### src/rtl/fp_pkg.sv
// Shared definitions for the pipelined floating-point add/subtract unit.
//   RM_*   : rounding-mode encodings presented on the rm port
//   FLG_*  : bit positions inside the 4-bit flags vector
//   canon_qnan : canonical quiet NaN pattern {0, all-ones exponent, 1, 0...}
//                for a given exponent/fraction width (formats up to 64 bits)
package fp_pkg;

    localparam logic [1:0] RM_RNE = 2'b00;   // round to nearest, ties to even
    localparam logic [1:0] RM_RTZ = 2'b01;   // round toward zero
    localparam logic [1:0] RM_RUP = 2'b10;   // round toward +inf
    localparam logic [1:0] RM_RDN = 2'b11;   // round toward -inf

    localparam int FLG_NV = 3;               // invalid operation
    localparam int FLG_OF = 2;               // overflow
    localparam int FLG_UF = 1;               // underflow
    localparam int FLG_NX = 0;               // inexact

    // Canonical qNaN right-aligned in 64 bits; the caller keeps the low 1+exp_w+man_w bits.
    function automatic logic [63:0] canon_qnan(input int exp_w, input int man_w);
        return (((64'd1 << exp_w) - 64'd1) << man_w) | (64'd1 << (man_w - 1));
    endfunction

endpackage

### src/rtl/fp_lzc.sv
// Leading-zero counter.
//   value : input vector, MSB first
//   count : number of zeros above the most significant set bit (WIDTH when value is 0)
module fp_lzc #(
    parameter  int WIDTH = 27,
    localparam int CW    = $clog2(WIDTH + 1)
) (
    input  logic [WIDTH-1:0] value,
    output logic [CW-1:0]    count
);

    // Scan upward so the highest set bit is the last one to assign the count.
    always_comb begin
        count = CW'(WIDTH);
        for (int i = 0; i < WIDTH; i++) begin
            if (value[i]) begin
                count = CW'(WIDTH - 1 - i);
            end else begin
                count = count;
            end
        end
    end

endmodule

### src/rtl/fp_addsub_pipe.sv
// Four-stage pipelined IEEE-754 add/subtract with flush-to-zero subnormals,
// four rounding modes, exception flags and a valid/ready handshake.
//   clk, clrn            : clock, synchronous active-high reset
//   in_valid/in_ready    : operation handshake (a, b, sub, rm, in_tag)
//   a, b                 : operands {sign, exp, frac}; sub=1 computes a-b
//   rm                   : rounding mode (fp_pkg RM_*)
//   out_valid/out_ready  : result handshake (result, out_tag, flags)
//   flags                : {invalid, overflow, underflow, inexact} for this result
// Stages: S1 unpack/swap/align, S2 significand add, S3 normalise, S4 round into
// the output registers. All stages move together whenever the output can advance.
module fp_addsub_pipe
    import fp_pkg::*;
#(
    parameter int EXP_W = 8,
    parameter int MAN_W = 23,
    parameter int TAG_W = 4
) (
    input  logic                   clk,
    input  logic                   clrn,
    input  logic                   in_valid,
    output logic                   in_ready,
    input  logic [EXP_W+MAN_W:0]   a,
    input  logic [EXP_W+MAN_W:0]   b,
    input  logic                   sub,
    input  logic [1:0]             rm,
    input  logic [TAG_W-1:0]       in_tag,
    output logic                   out_valid,
    input  logic                   out_ready,
    output logic [EXP_W+MAN_W:0]   result,
    output logic [TAG_W-1:0]       out_tag,
    output logic [3:0]             flags
);

    localparam int W   = 1 + EXP_W + MAN_W;
    localparam int SW  = MAN_W + 4;            // hidden + fraction + guard/round/sticky
    localparam int EW  = EXP_W + 2;            // exponent with room for over/underflow
    localparam int TW  = 2 * MAN_W + 4;        // alignment window, wide enough to lose nothing below sticky
    localparam int LZW = $clog2(SW + 1);

    localparam logic [63:0]      QNAN_FULL = canon_qnan(EXP_W, MAN_W);
    localparam logic [W-1:0]     QNAN      = QNAN_FULL[W-1:0];
    localparam logic [EXP_W-1:0] EXP_ONES  = {EXP_W{1'b1}};
    localparam logic [EW-1:0]    EXP_ONE   = {{(EW-1){1'b0}}, 1'b1};

    logic advance_s;
    assign advance_s = !out_valid || out_ready;
    assign in_ready  = advance_s;

    // ---------------- S1: unpack, classify, swap, align ----------------
    logic               sign_a_s, sign_b_s;
    logic [EXP_W-1:0]   exp_a_s, exp_b_s;
    logic [MAN_W-1:0]   frac_a_s, frac_b_s;
    logic [MAN_W:0]     sig_a_s, sig_b_s;
    logic               a_nan_s, b_nan_s, a_inf_s, b_inf_s, a_snan_s, b_snan_s;
    logic               swap_s;
    logic               big_sign_s;
    logic [EXP_W-1:0]   big_exp_s, small_exp_s, diff_s;
    logic [MAN_W:0]     big_sig_s, small_sig_s;
    logic [TW-1:0]      wide_s;
    logic [SW-1:0]      small_ext_s;
    logic               spec_s, spec_nv_s;
    logic [W-1:0]       spec_res_s;

    assign sign_a_s = a[W-1];
    assign exp_a_s  = a[W-2:MAN_W];
    assign frac_a_s = a[MAN_W-1:0];
    assign sign_b_s = b[W-1] ^ sub;
    assign exp_b_s  = b[W-2:MAN_W];
    assign frac_b_s = b[MAN_W-1:0];

    assign a_nan_s  = (exp_a_s == EXP_ONES) && (frac_a_s != {MAN_W{1'b0}});
    assign b_nan_s  = (exp_b_s == EXP_ONES) && (frac_b_s != {MAN_W{1'b0}});
    assign a_inf_s  = (exp_a_s == EXP_ONES) && (frac_a_s == {MAN_W{1'b0}});
    assign b_inf_s  = (exp_b_s == EXP_ONES) && (frac_b_s == {MAN_W{1'b0}});
    assign a_snan_s = a_nan_s && !frac_a_s[MAN_W-1];
    assign b_snan_s = b_nan_s && !frac_b_s[MAN_W-1];

    // Zero exponent means zero (subnormals flushed), so no hidden bit and no fraction.
    assign sig_a_s = (exp_a_s == {EXP_W{1'b0}}) ? {(MAN_W+1){1'b0}} : {1'b1, frac_a_s};
    assign sig_b_s = (exp_b_s == {EXP_W{1'b0}}) ? {(MAN_W+1){1'b0}} : {1'b1, frac_b_s};
    assign swap_s  = {exp_b_s, sig_b_s} > {exp_a_s, sig_a_s};

    // Order operands so the larger magnitude is always "big".
    always_comb begin
        if (swap_s) begin
            big_sign_s  = sign_b_s;
            big_exp_s   = exp_b_s;
            big_sig_s   = sig_b_s;
            small_exp_s = exp_a_s;
            small_sig_s = sig_a_s;
        end else begin
            big_sign_s  = sign_a_s;
            big_exp_s   = exp_a_s;
            big_sig_s   = sig_a_s;
            small_exp_s = exp_b_s;
            small_sig_s = sig_b_s;
        end
    end

    assign diff_s = big_exp_s - small_exp_s;
    assign wide_s = {small_sig_s, {(MAN_W+3){1'b0}}} >> diff_s;

    // Align the smaller significand; very large shifts leave only a sticky bit.
    always_comb begin
        if (32'(diff_s) >= 32'(MAN_W + 3)) begin
            small_ext_s = {{(SW-1){1'b0}}, |small_sig_s};
        end else begin
            small_ext_s = {wide_s[TW-1:MAN_W+1], |wide_s[MAN_W:0]};
        end
    end

    // NaN and infinity operands produce a final result here and skip the arithmetic.
    always_comb begin
        spec_s     = 1'b1;
        spec_nv_s  = 1'b0;
        spec_res_s = QNAN;
        if (a_nan_s || b_nan_s) begin
            spec_nv_s = a_snan_s || b_snan_s;
        end else if (a_inf_s && b_inf_s) begin
            if (sign_a_s != sign_b_s) begin
                spec_nv_s = 1'b1;
            end else begin
                spec_res_s = {sign_a_s, EXP_ONES, {MAN_W{1'b0}}};
            end
        end else if (a_inf_s) begin
            spec_res_s = {sign_a_s, EXP_ONES, {MAN_W{1'b0}}};
        end else if (b_inf_s) begin
            spec_res_s = {sign_b_s, EXP_ONES, {MAN_W{1'b0}}};
        end else begin
            spec_s = 1'b0;
        end
    end

    logic               s1_valid_r, s1_sign_r, s1_sub_r, s1_spec_r, s1_spec_nv_r;
    logic [EXP_W-1:0]   s1_exp_r;
    logic [SW-1:0]      s1_big_r, s1_small_r;
    logic [1:0]         s1_rm_r;
    logic [TAG_W-1:0]   s1_tag_r;
    logic [W-1:0]       s1_spec_res_r;

    // Stage 1 registers: aligned operands and any special-case result.
    always_ff @(posedge clk) begin
        if (clrn) begin
            s1_valid_r <= 1'b0;
        end else if (advance_s) begin
            s1_valid_r    <= in_valid;
            s1_sign_r     <= big_sign_s;
            s1_sub_r      <= sign_a_s ^ sign_b_s;
            s1_exp_r      <= big_exp_s;
            s1_big_r      <= {big_sig_s, 3'b000};
            s1_small_r    <= small_ext_s;
            s1_rm_r       <= rm;
            s1_tag_r      <= in_tag;
            s1_spec_r     <= spec_s;
            s1_spec_nv_r  <= spec_nv_s;
            s1_spec_res_r <= spec_res_s;
        end
    end

    // ---------------- S2: significand add/subtract ----------------
    logic [SW:0] sum_s;
    // |big| >= |small|, so subtraction never goes negative.
    assign sum_s = s1_sub_r ? ({1'b0, s1_big_r} - {1'b0, s1_small_r})
                            : ({1'b0, s1_big_r} + {1'b0, s1_small_r});

    logic               s2_valid_r, s2_sign_r, s2_sub_r, s2_spec_r, s2_spec_nv_r;
    logic [EXP_W-1:0]   s2_exp_r;
    logic [SW:0]        s2_sum_r;
    logic [1:0]         s2_rm_r;
    logic [TAG_W-1:0]   s2_tag_r;
    logic [W-1:0]       s2_spec_res_r;

    // Stage 2 registers: raw sum with carry.
    always_ff @(posedge clk) begin
        if (clrn) begin
            s2_valid_r <= 1'b0;
        end else if (advance_s) begin
            s2_valid_r    <= s1_valid_r;
            s2_sign_r     <= s1_sign_r;
            s2_sub_r      <= s1_sub_r;
            s2_exp_r      <= s1_exp_r;
            s2_sum_r      <= sum_s;
            s2_rm_r       <= s1_rm_r;
            s2_tag_r      <= s1_tag_r;
            s2_spec_r     <= s1_spec_r;
            s2_spec_nv_r  <= s1_spec_nv_r;
            s2_spec_res_r <= s1_spec_res_r;
        end
    end

    // ---------------- S3: normalise ----------------
    logic [LZW-1:0] lz_s;
    logic [SW-1:0]  norm_s;
    logic [EW-1:0]  exp_n_s;
    logic           zero_s, uf_s;

    fp_lzc #(.WIDTH(SW)) u_lzc (
        .value (s2_sum_r[SW-1:0]),
        .count (lz_s)
    );

    // Carry-out shifts right one place (folding the lost bit into sticky); otherwise shift left.
    always_comb begin
        if (s2_sum_r[SW]) begin
            norm_s  = {s2_sum_r[SW:2], s2_sum_r[1] | s2_sum_r[0]};
            exp_n_s = {2'b00, s2_exp_r} + EXP_ONE;
        end else begin
            norm_s  = s2_sum_r[SW-1:0] << lz_s;
            exp_n_s = {2'b00, s2_exp_r} - EW'(lz_s);
        end
    end

    assign zero_s = (s2_sum_r == {(SW+1){1'b0}});
    assign uf_s   = !zero_s && (exp_n_s[EW-1] || (exp_n_s == {EW{1'b0}}));

    logic               s3_valid_r, s3_sign_r, s3_sub_r, s3_spec_r, s3_spec_nv_r;
    logic               s3_zero_r, s3_uf_r;
    logic [EW-1:0]      s3_exp_r;
    logic [SW-1:0]      s3_norm_r;
    logic [1:0]         s3_rm_r;
    logic [TAG_W-1:0]   s3_tag_r;
    logic [W-1:0]       s3_spec_res_r;

    // Stage 3 registers: normalised significand and exponent.
    always_ff @(posedge clk) begin
        if (clrn) begin
            s3_valid_r <= 1'b0;
        end else if (advance_s) begin
            s3_valid_r    <= s2_valid_r;
            s3_sign_r     <= s2_sign_r;
            s3_sub_r      <= s2_sub_r;
            s3_exp_r      <= exp_n_s;
            s3_norm_r     <= norm_s;
            s3_zero_r     <= zero_s;
            s3_uf_r       <= uf_s;
            s3_rm_r       <= s2_rm_r;
            s3_tag_r      <= s2_tag_r;
            s3_spec_r     <= s2_spec_r;
            s3_spec_nv_r  <= s2_spec_nv_r;
            s3_spec_res_r <= s2_spec_res_r;
        end
    end

    // ---------------- S4: round and pack ----------------
    logic [MAN_W:0]   mant_s;
    logic             guard_s, round_s, sticky_s, nx_s, inc_s, ovf_s, zsign_s;
    logic [MAN_W+1:0] rnd_s;
    logic [EW-1:0]    exp_r_s;
    logic [MAN_W-1:0] frac_r_s;
    logic [W-1:0]     res_s;
    logic [3:0]       flg_s;

    assign mant_s   = s3_norm_r[SW-1:3];
    assign guard_s  = s3_norm_r[2];
    assign round_s  = s3_norm_r[1];
    assign sticky_s = s3_norm_r[0];
    assign nx_s     = guard_s | round_s | sticky_s;

    // Round-increment decision for the selected mode.
    always_comb begin
        case (s3_rm_r)
            RM_RNE:  inc_s = guard_s & (round_s | sticky_s | mant_s[0]);
            RM_RTZ:  inc_s = 1'b0;
            RM_RUP:  inc_s = !s3_sign_r & nx_s;
            RM_RDN:  inc_s = s3_sign_r & nx_s;
            default: inc_s = 1'b0;
        endcase
    end

    assign rnd_s = {1'b0, mant_s} + {{(MAN_W+1){1'b0}}, inc_s};

    // Mantissa carry from rounding leaves 1.000... and bumps the exponent.
    always_comb begin
        if (rnd_s[MAN_W+1]) begin
            exp_r_s  = s3_exp_r + EXP_ONE;
            frac_r_s = rnd_s[MAN_W:1];
        end else begin
            exp_r_s  = s3_exp_r;
            frac_r_s = rnd_s[MAN_W-1:0];
        end
    end

    assign ovf_s   = exp_r_s >= {2'b00, EXP_ONES};
    // Exact cancellation gives +0 except in RDN; like-signed zeros keep their sign.
    assign zsign_s = s3_sub_r ? (s3_rm_r == RM_RDN) : s3_sign_r;

    // Final result and flag selection, specials taking priority.
    always_comb begin
        res_s = {W{1'b0}};
        flg_s = 4'b0000;
        if (s3_spec_r) begin
            res_s         = s3_spec_res_r;
            flg_s[FLG_NV] = s3_spec_nv_r;
        end else if (s3_zero_r) begin
            res_s = {zsign_s, {(W-1){1'b0}}};
        end else if (s3_uf_r) begin
            res_s         = {s3_sign_r, {(W-1){1'b0}}};
            flg_s[FLG_UF] = 1'b1;
            flg_s[FLG_NX] = 1'b1;
        end else if (ovf_s) begin
            flg_s[FLG_OF] = 1'b1;
            flg_s[FLG_NX] = 1'b1;
            case (s3_rm_r)
                RM_RNE:  res_s = {s3_sign_r, EXP_ONES, {MAN_W{1'b0}}};
                RM_RTZ:  res_s = {s3_sign_r, EXP_ONES - 1'b1, {MAN_W{1'b1}}};
                RM_RUP:  res_s = s3_sign_r ? {1'b1, EXP_ONES - 1'b1, {MAN_W{1'b1}}}
                                           : {1'b0, EXP_ONES, {MAN_W{1'b0}}};
                RM_RDN:  res_s = s3_sign_r ? {1'b1, EXP_ONES, {MAN_W{1'b0}}}
                                           : {1'b0, EXP_ONES - 1'b1, {MAN_W{1'b1}}};
                default: res_s = {s3_sign_r, EXP_ONES, {MAN_W{1'b0}}};
            endcase
        end else begin
            res_s         = {s3_sign_r, exp_r_s[EXP_W-1:0], frac_r_s};
            flg_s[FLG_NX] = nx_s;
        end
    end

    // Output registers; they hold while the consumer stalls.
    always_ff @(posedge clk) begin
        if (clrn) begin
            out_valid <= 1'b0;
            result    <= {W{1'b0}};
            out_tag   <= {TAG_W{1'b0}};
            flags     <= 4'b0000;
        end else if (advance_s) begin
            out_valid <= s3_valid_r;
            result    <= res_s;
            out_tag   <= s3_tag_r;
            flags     <= flg_s;
        end
    end

endmodule

### config.mk
export PLATFORM = sky130hd
export DESIGN_NAME = fp_addsub_pipe
export DESIGN_NICKNAME = d
export VERILOG_FILES = /design/src/rtl/fp_pkg.sv /design/src/rtl/fp_lzc.sv /design/src/rtl/fp_addsub_pipe.sv
export SDC_FILE = /design/constraint.sdc
export NUM_CORES = 1
export LEC_CHECK = 0
export BUFFER_PORTS_ARGS = -buffer_cell sky130_fd_sc_hd__buf_2
export CORE_ASPECT_RATIO = 1.75
export CORE_MARGIN = 3
export CORE_UTILIZATION = 31
export CTS_BUF_LIST = sky130_fd_sc_hd__clkbuf_4
export DETAILED_ROUTE_END_ITERATION = 10
export PLACE_DENSITY_LB_ADDON = 0.1
export SLEW_MARGIN = 25
export SYNTH_ARGS = -nofsm -noshare
export SYNTH_HDL_FRONTEND = slang
export SYNTH_SLANG_ARGS = --single-unit
### constraint.sdc
create_clock -name clk -period 18.57 [get_ports clk]
set_input_delay 3.714 -clock clk [delete_from_list [all_inputs] [get_ports clk]]
set_output_delay 3.714 -clock clk [all_outputs]
set_load 0.1 [all_outputs]
==> results.toml, run 1 <==
[status]
status = "complete, no violations"

[power]
powerDensity_nw_per_um2 = 93.9
ir_worst_vdd_mv = 0.0406
power_uw = 1710
comb_power_share_pct = 39.9
power_frac_seq_pct = 37.9
p_leak_uw = 0.00726
switching_share_pct = 39.4
netSwitchingPower_uw = 672
clockPowerShare_pct = 22.2
internal-power_uw = 1030

[worst_setup_path]
endpoint_kind = "register"
path_class = "input pin to register"
arrival_ns = 11.01
required_ns = 19.00
cp_max_fo = 34
start_kind = "input pin"

[global_routing]
grt_max_degree = 78
grt_pass1_wl_um = 78300
grt_pass1_vias = 14300
track_usage_pct = 18.3
grt-ovfl-total = 0
antenna_found_initial = 1

[logic_synthesis]
async_flop_share_pct = 0
synth_warnings = 0
synth_cell_types = 87
yosysSeqAreaShare_pct = 36.9
synth_top_flop_cell = "edfxtp_1"
synth_area_per_cell_um2 = 9.02
synth_edf_count = 170
syn_area_um2 = 16200
syn_inst = 1799
synth-seq-cells = 214
syn-num-nets = 1969

[clock_tree]
clk_pin_slew_ns = 0.06
clock_latency_ns = 0.71
h-tree-depth = 2
cts_root_buf = "clkbuf_4"
clock-sinks = 214
cts_tree = "yes"
numCtsBuffers = 53
cts_buffer_depth = 3
post-cts-setup-buffers = 0
hold_buffers = 0
ctsResizeCount = 0

[layout]
finalNetCount = 2070
fin_util_pct = 35.2
layout-drive-gt1-share_pct = 16.1
area_growth_pct = 12.0

[sta]
setup_violations = 0
period_minus_slack_ns = 10.58
fmax_mhz = 94.5
final_max_slew_viol_count = 0
max_slew.worst_pin.slew_ns = 1.04
setup_slack_ns = 7.99
fin_crit_sh_pct = 57.0
finalSetupTns_ns = 0
slew-limit-headroom_pct = 30.7
fin_skew_ns = 0.0403
rsz0062_at_grt = "no"
hold_viol = 0

[place]
dpl.hpwl_um = 40700
port_buffers = 116
pre_cts_slack_ns = 7.31
gp_congestion = 0.914

[floorplan]
rows = 110
core_area_um2 = 51600
pin_count = 117
chipWidth_um = 179
dieArea_um2 = 55200
die_y_um = 309
start_util_pct = 31.4

[route]
viasPerCell = 5.30
via_count = 13800
drt.antenna.violating_nets = 0
initialDrtViolationCount = 578
drc_errors = 0
dr.pass1.iters = 5
wl_um = 50900
wire_per_inst_um = 19.5

[flow_run]
drv_cap = 0

[hold_path]
hold_path_class = "register to register"
[power by group through the flow]
| stage | clock, µW | combinational, µW | sequential [µW] |
|---|---|---|---|
| 2_1_floorplan | 0 | 469 | 667 |
| 3_3_place_gp | 0 | 679 | 655 |
| 4_1_cts | 403 | 682 | 646 |
| 6_report | 379 | 681 | 646 |
| 3_5_place_dp | 0 | 680 | 656 |
| 5_1_grt | 425 | 744 | 653 |
[layer usage]
layer  vias up  track usage [%]  wire length, µm  share of wire (%)
met5         -                0                0                  0
met2       394             36.3            28300                 56
met4         0             12.0             3500                6.9
met3       147             1.69             1640                3.2
li1       6854                -                -                  -
met1      6449             17.2            17400                 34
[final cells by class]
class,count,area [µm²]
inverter,117,439
clock buffer,77,578
tap,672,841
timing repair buffer,147,813
multi-input combinational,1367,9450
antenna,1,2.50
fill,5405,33400
clock inverter,15,61.3
sequential,214,5990
[per-stage QoR]
step	cells	hold slack, ns	instance area [µm²]
2_1_floorplan	1799	0.400	16200
3_3_place_gp	2517	0.405	17500
3_5_place_dp	2517	0.405	17500
4_1_cts	2609	0.389	18200
5_1_grt	2610	0.416	18200
6_report	2610	0.408	18200
[flip-flops by register name (all words and copies together) (netlist names), 2 cells and up]
name / count
s2_tag_r: 4
result: 32
s1_big_r: 24
out_tag: 4
s2_spec_res_r: 2
s1_rm_r: 2
s3_tag_r: 4
s3_spec_res_r: 2
s1_exp_r: 8
s2_rm_r: 2
s3_rm_r: 2
flags: 4
s1_small_r: 27
s1_spec_res_r: 2
s2_sum_r: 28
s2_exp_r: 8
s1_tag_r: 4
s3_norm_r: 27
s3_exp_r: 10
[cell families after synthesis]
family | after synthesis | synth area share, %
flops | 214 | 36.9
buf+inv | 218 | 5.43
xor+xnor | 69 | 3.77
fa+ha+maj | 95 | 7.42
mux | 122 | 11.1
simple gates | 646 | 18.6
compound gates | 435 | 16.8
[path summary, 6_finish.rpt]
check / slack (ns) / endpoint / cells past startpoint / start
worst max-delay path: 7.99 / s1_small_r[0] / 25 / b[28]
worst max register to register: 13.29 / s3_uf_r / 18 / s2_sum_r[2]
worst min register to register: 0.41 / s2_rm_r[0] / 0 / s1_rm_r[0]
worst min-delay path: 0.41 / s2_rm_r[0] / 0 / s1_rm_r[0]
[Yosys cell counts (30+ instances only)]
library cell    n  area, µm²
o21ai_0       112        561
nor3_1         73        365
clkbuf_1       72        270
xnor2_1        38        333
mux4_2         44        991
mux2i_1        67        671
a21oi_1       138        691
nand3_1        56        280
edfxtp_1      170       5100
dfxtp_1        44        881
nand2_1       209        785
ha_1           93       1160
xor2_1         30        263
inv_1         116        435
nor2_1        162        608
[cell usage in the layout, fill, tap and decap left out, types with 11 or more instances in the layout]
cell and n:
a31oi_1 14, buf_2 116, a21oi_1 138, a211oi_1 19
clkinv_1 11, a22o_1 11, or3_1 13, nor2_1 161
ha_1 93, a21o_1 13, nand4_1 22, mux4_2 44
nor4_1 29, o21ai_0 112, xnor2_1 35, nand2_1 209
xor2_1 29, dfxtp_1 44, and3_1 18, clkbuf_4 77
mux2i_1 67, nor2b_1 11, o21a_1 11, inv_1 116
nor3_1 72, edfxtp_1 170, nand3_1 56, o211ai_1 23
buf_4 31
[worst max-delay path, stage by stage]
cell and delay (ns):
buf_2 0.15, nor4_1 0.36, nand2_1 0.08, buf_4 0.24, nand2_1 0.16, inv_1 0.07
ha_1 0.30, nand4_1 0.16, or4_1 0.68, or3_4 0.45, o21ai_2 0.15, o21a_1 0.17
buf_4 0.43, o21a_1 0.20, ha_1 0.22, buf_4 0.22, inv_1 0.69, mux4_2 0.65
or2_0 0.23, mux4_2 0.44, a221o_1 0.31, a21bo_1 0.21, nor4b_2 0.26, o211ai_1 0.11
o31a_1 0.29
Power figures use the tool's default switching activity.
==> run 2: changes to the inputs <==
Clock period 18.57 ns to 9.5 ns, I/O delays scaled along.
==> run 2 against run 1 <==
  * Clock power up 88%
  * Core utilization about the same
  * Sequential cell count unchanged
  * Sequential share of layout area about the same
  * Clock-buffer cell count down 8
  * Die area unchanged
  * Register-to-register slack worse by 9.1 ns
  * Worst setup slack worse by 6.5 ns
  * Final cell count up 0.31%
  * Total power up 94%
  * Clock skew down 0.0039 ns
  * Critical endpoint unchanged
  * Largest cell class unchanged
==> results.toml, run 2 (synthesized netlist as in run 1, its figures left out) <==
[layout]
multiInputGateArea_um2 = 9440
seqCellArea_um2 = 5990
fillCellCount = 5419
fin_util_pct = 35.2
largest_register = "result"
area_growth_pct = 12.1
stdcell_count = 2618
largest_reg_flops = 32
final_common_cell = "nand2_1"
finalNetCount = 2076
layout-drive-gt1-share_pct = 15.8
largestRegisters = "result (32), s2_sum_r (28)"
layout_common_cells = "nand2_1 (209), edfxtp_1 (170), nor2_1 (161)"

[worst_setup_path]
worstSetupStartpoint = "b[23]"
path_class = "input pin to register"
arrival_ns = 8.44
start_kind = "input pin"
cp_max_fo = 18
required_ns = 9.92
r2r_start = "s2_sum_r[4]"
regToRegSetupSlack_ns = 4.18
endpoint_kind = "register"

[sta]
fin_crit_sh_pct = 84.4
hold_viol = 0
fin_skew_ns = 0.0364
max_slew.worst_pin.slew_ns = 0.945
fmax_mhz = 125
final_max_slew_viol_count = 0
rsz0062_at_grt = "no"
period_minus_slack_ns = 8.02
setup_violations = 0
slew-limit-headroom_pct = 36.9
finalSetupTns_ns = 0

[global_routing]
grt_max_degree = 159
grt-ovfl-total = 0
track_usage_pct = 18.6
grt_pass1_wl_um = 79200
grt_pass1_vias = 14100
antenna_found_initial = 1

[power]
powerDensity_nw_per_um2 = 182
ir_worst_vdd_mv = 0.0677
p_leak_uw = 0.00726

[route]
drc_errors = 0
wl_um = 51800
viasPerCell = 5.28
wire_per_inst_um = 19.8
via_count = 13800
initialDrtViolationCount = 505
dr.pass1.iters = 5
drt.antenna.violating_nets = 0

[clock_tree]
cts_buffer_depth = 3
hold_buffers = 0
clock-sinks = 214
post-cts-setup-buffers = 0
cts_root_buf = "clkbuf_4"
clk_pin_slew_ns = 0.06
ctsResizeCount = 0
h-tree-depth = 2
numCtsBuffers = 53
clock_latency_ns = 0.70
cts_tree = "yes"

[place]
port_buffers = 116
dpl.hpwl_um = 42000
gp_congestion = 0.961
place_inst = 2523

[floorplan]
rows = 110
core_area_um2 = 51600
chipWidth_um = 179
dieArea_um2 = 55200
pin_count = 117
die_y_um = 309
start_util_pct = 31.4

[status]
status = "complete, no violations"

[hold_path]
hold_path_class = "register to register"
worstHoldStart = "s1_exp_r[2]"

[flow_run]
drv_cap = 0
==> run 2: cell types whose count changed in the layout (fill, tap and decap cells not counted), sizes merged <==
cell | before | now
clkinv | 15 | 23
clkbuf | 77 | 69
inv | 117 | 118
clkinvlp | 0 | 1
buf | 147 | 153
==> run 2: layer usage <==
| layer | vias to the layer above | wire (µm) | global-route usage [%] |
|---|---|---|---|
| li1 | 6864 | - | - |
| met1 | 6503 | 17400 | 17.3 |
| met2 | 325 | 29700 | 37.9 |
| met3 | 139 | 1450 | 1.63 |
| met4 | 0 | 3300 | 11.1 |
| met5 | - | 0 | 0 |
==> run 2: through the flow <==
stage	hold slack [ns]	cell area, µm²	total power [µW]	setup WS, ns
2_1_floorplan	0.400	16200	2220	1.11
4_1_cts	0.419	18200	3370	1.52
3_3_place_gp	0.401	17600	2630	0.878
6_report	0.418	18200	3310	1.48
3_5_place_dp	0.405	17600	2630	0.774
5_1_grt	0.431	18200	3540	1.11
==> run 2: power by group <==
part	switching [µW]	leakage [µW]	internal, µW	total [µW]
clock network	372	0.000365	340	712
registers	112	0.00203	1150	1260
logic	835	0.00486	507	1340
==> run 2: worst max-delay path: stages <==
cell and delay (ns):
buf_2 0.14, nor4_1 0.26, nand2_1 0.48, nand2_1 0.29
inv_1 0.09, ha_1 0.31, nand4_1 0.15, or4_1 0.67
or3_4 0.45, o21ai_2 0.15, o2111ai_1 0.24, o21a_1 0.16
ha_1 0.29, inv_1 0.36, mux4_2 0.62, or2_0 0.24
mux4_2 0.45, a221o_1 0.29, a21bo_1 0.21, nor4b_2 0.26
o211ai_1 0.11, o31a_1 0.30
==> run 2: worst paths after layout <==
kind | endpoint | depth (start not counted)
max | s1_small_r[0] | 22
min reg2reg | s2_exp_r[2] | 0
min | s2_exp_r[2] | 0
max reg2reg | s3_uf_r | 16
==> run 2: area by class of cell <==
| cell class | count | area share [%] |
|---|---|---|
| clock buffers | 69 | 2.85 |
| diodes | 1 | 0.0138 |
| well taps | 672 | 4.62 |
| multi-input cells | 1367 | 51.9 |
| repair buffers | 153 | 4.79 |
| flip-flops and latches | 214 | 32.9 |
| clock inverters | 25 | 0.550 |
| inverters | 117 | 2.41 |
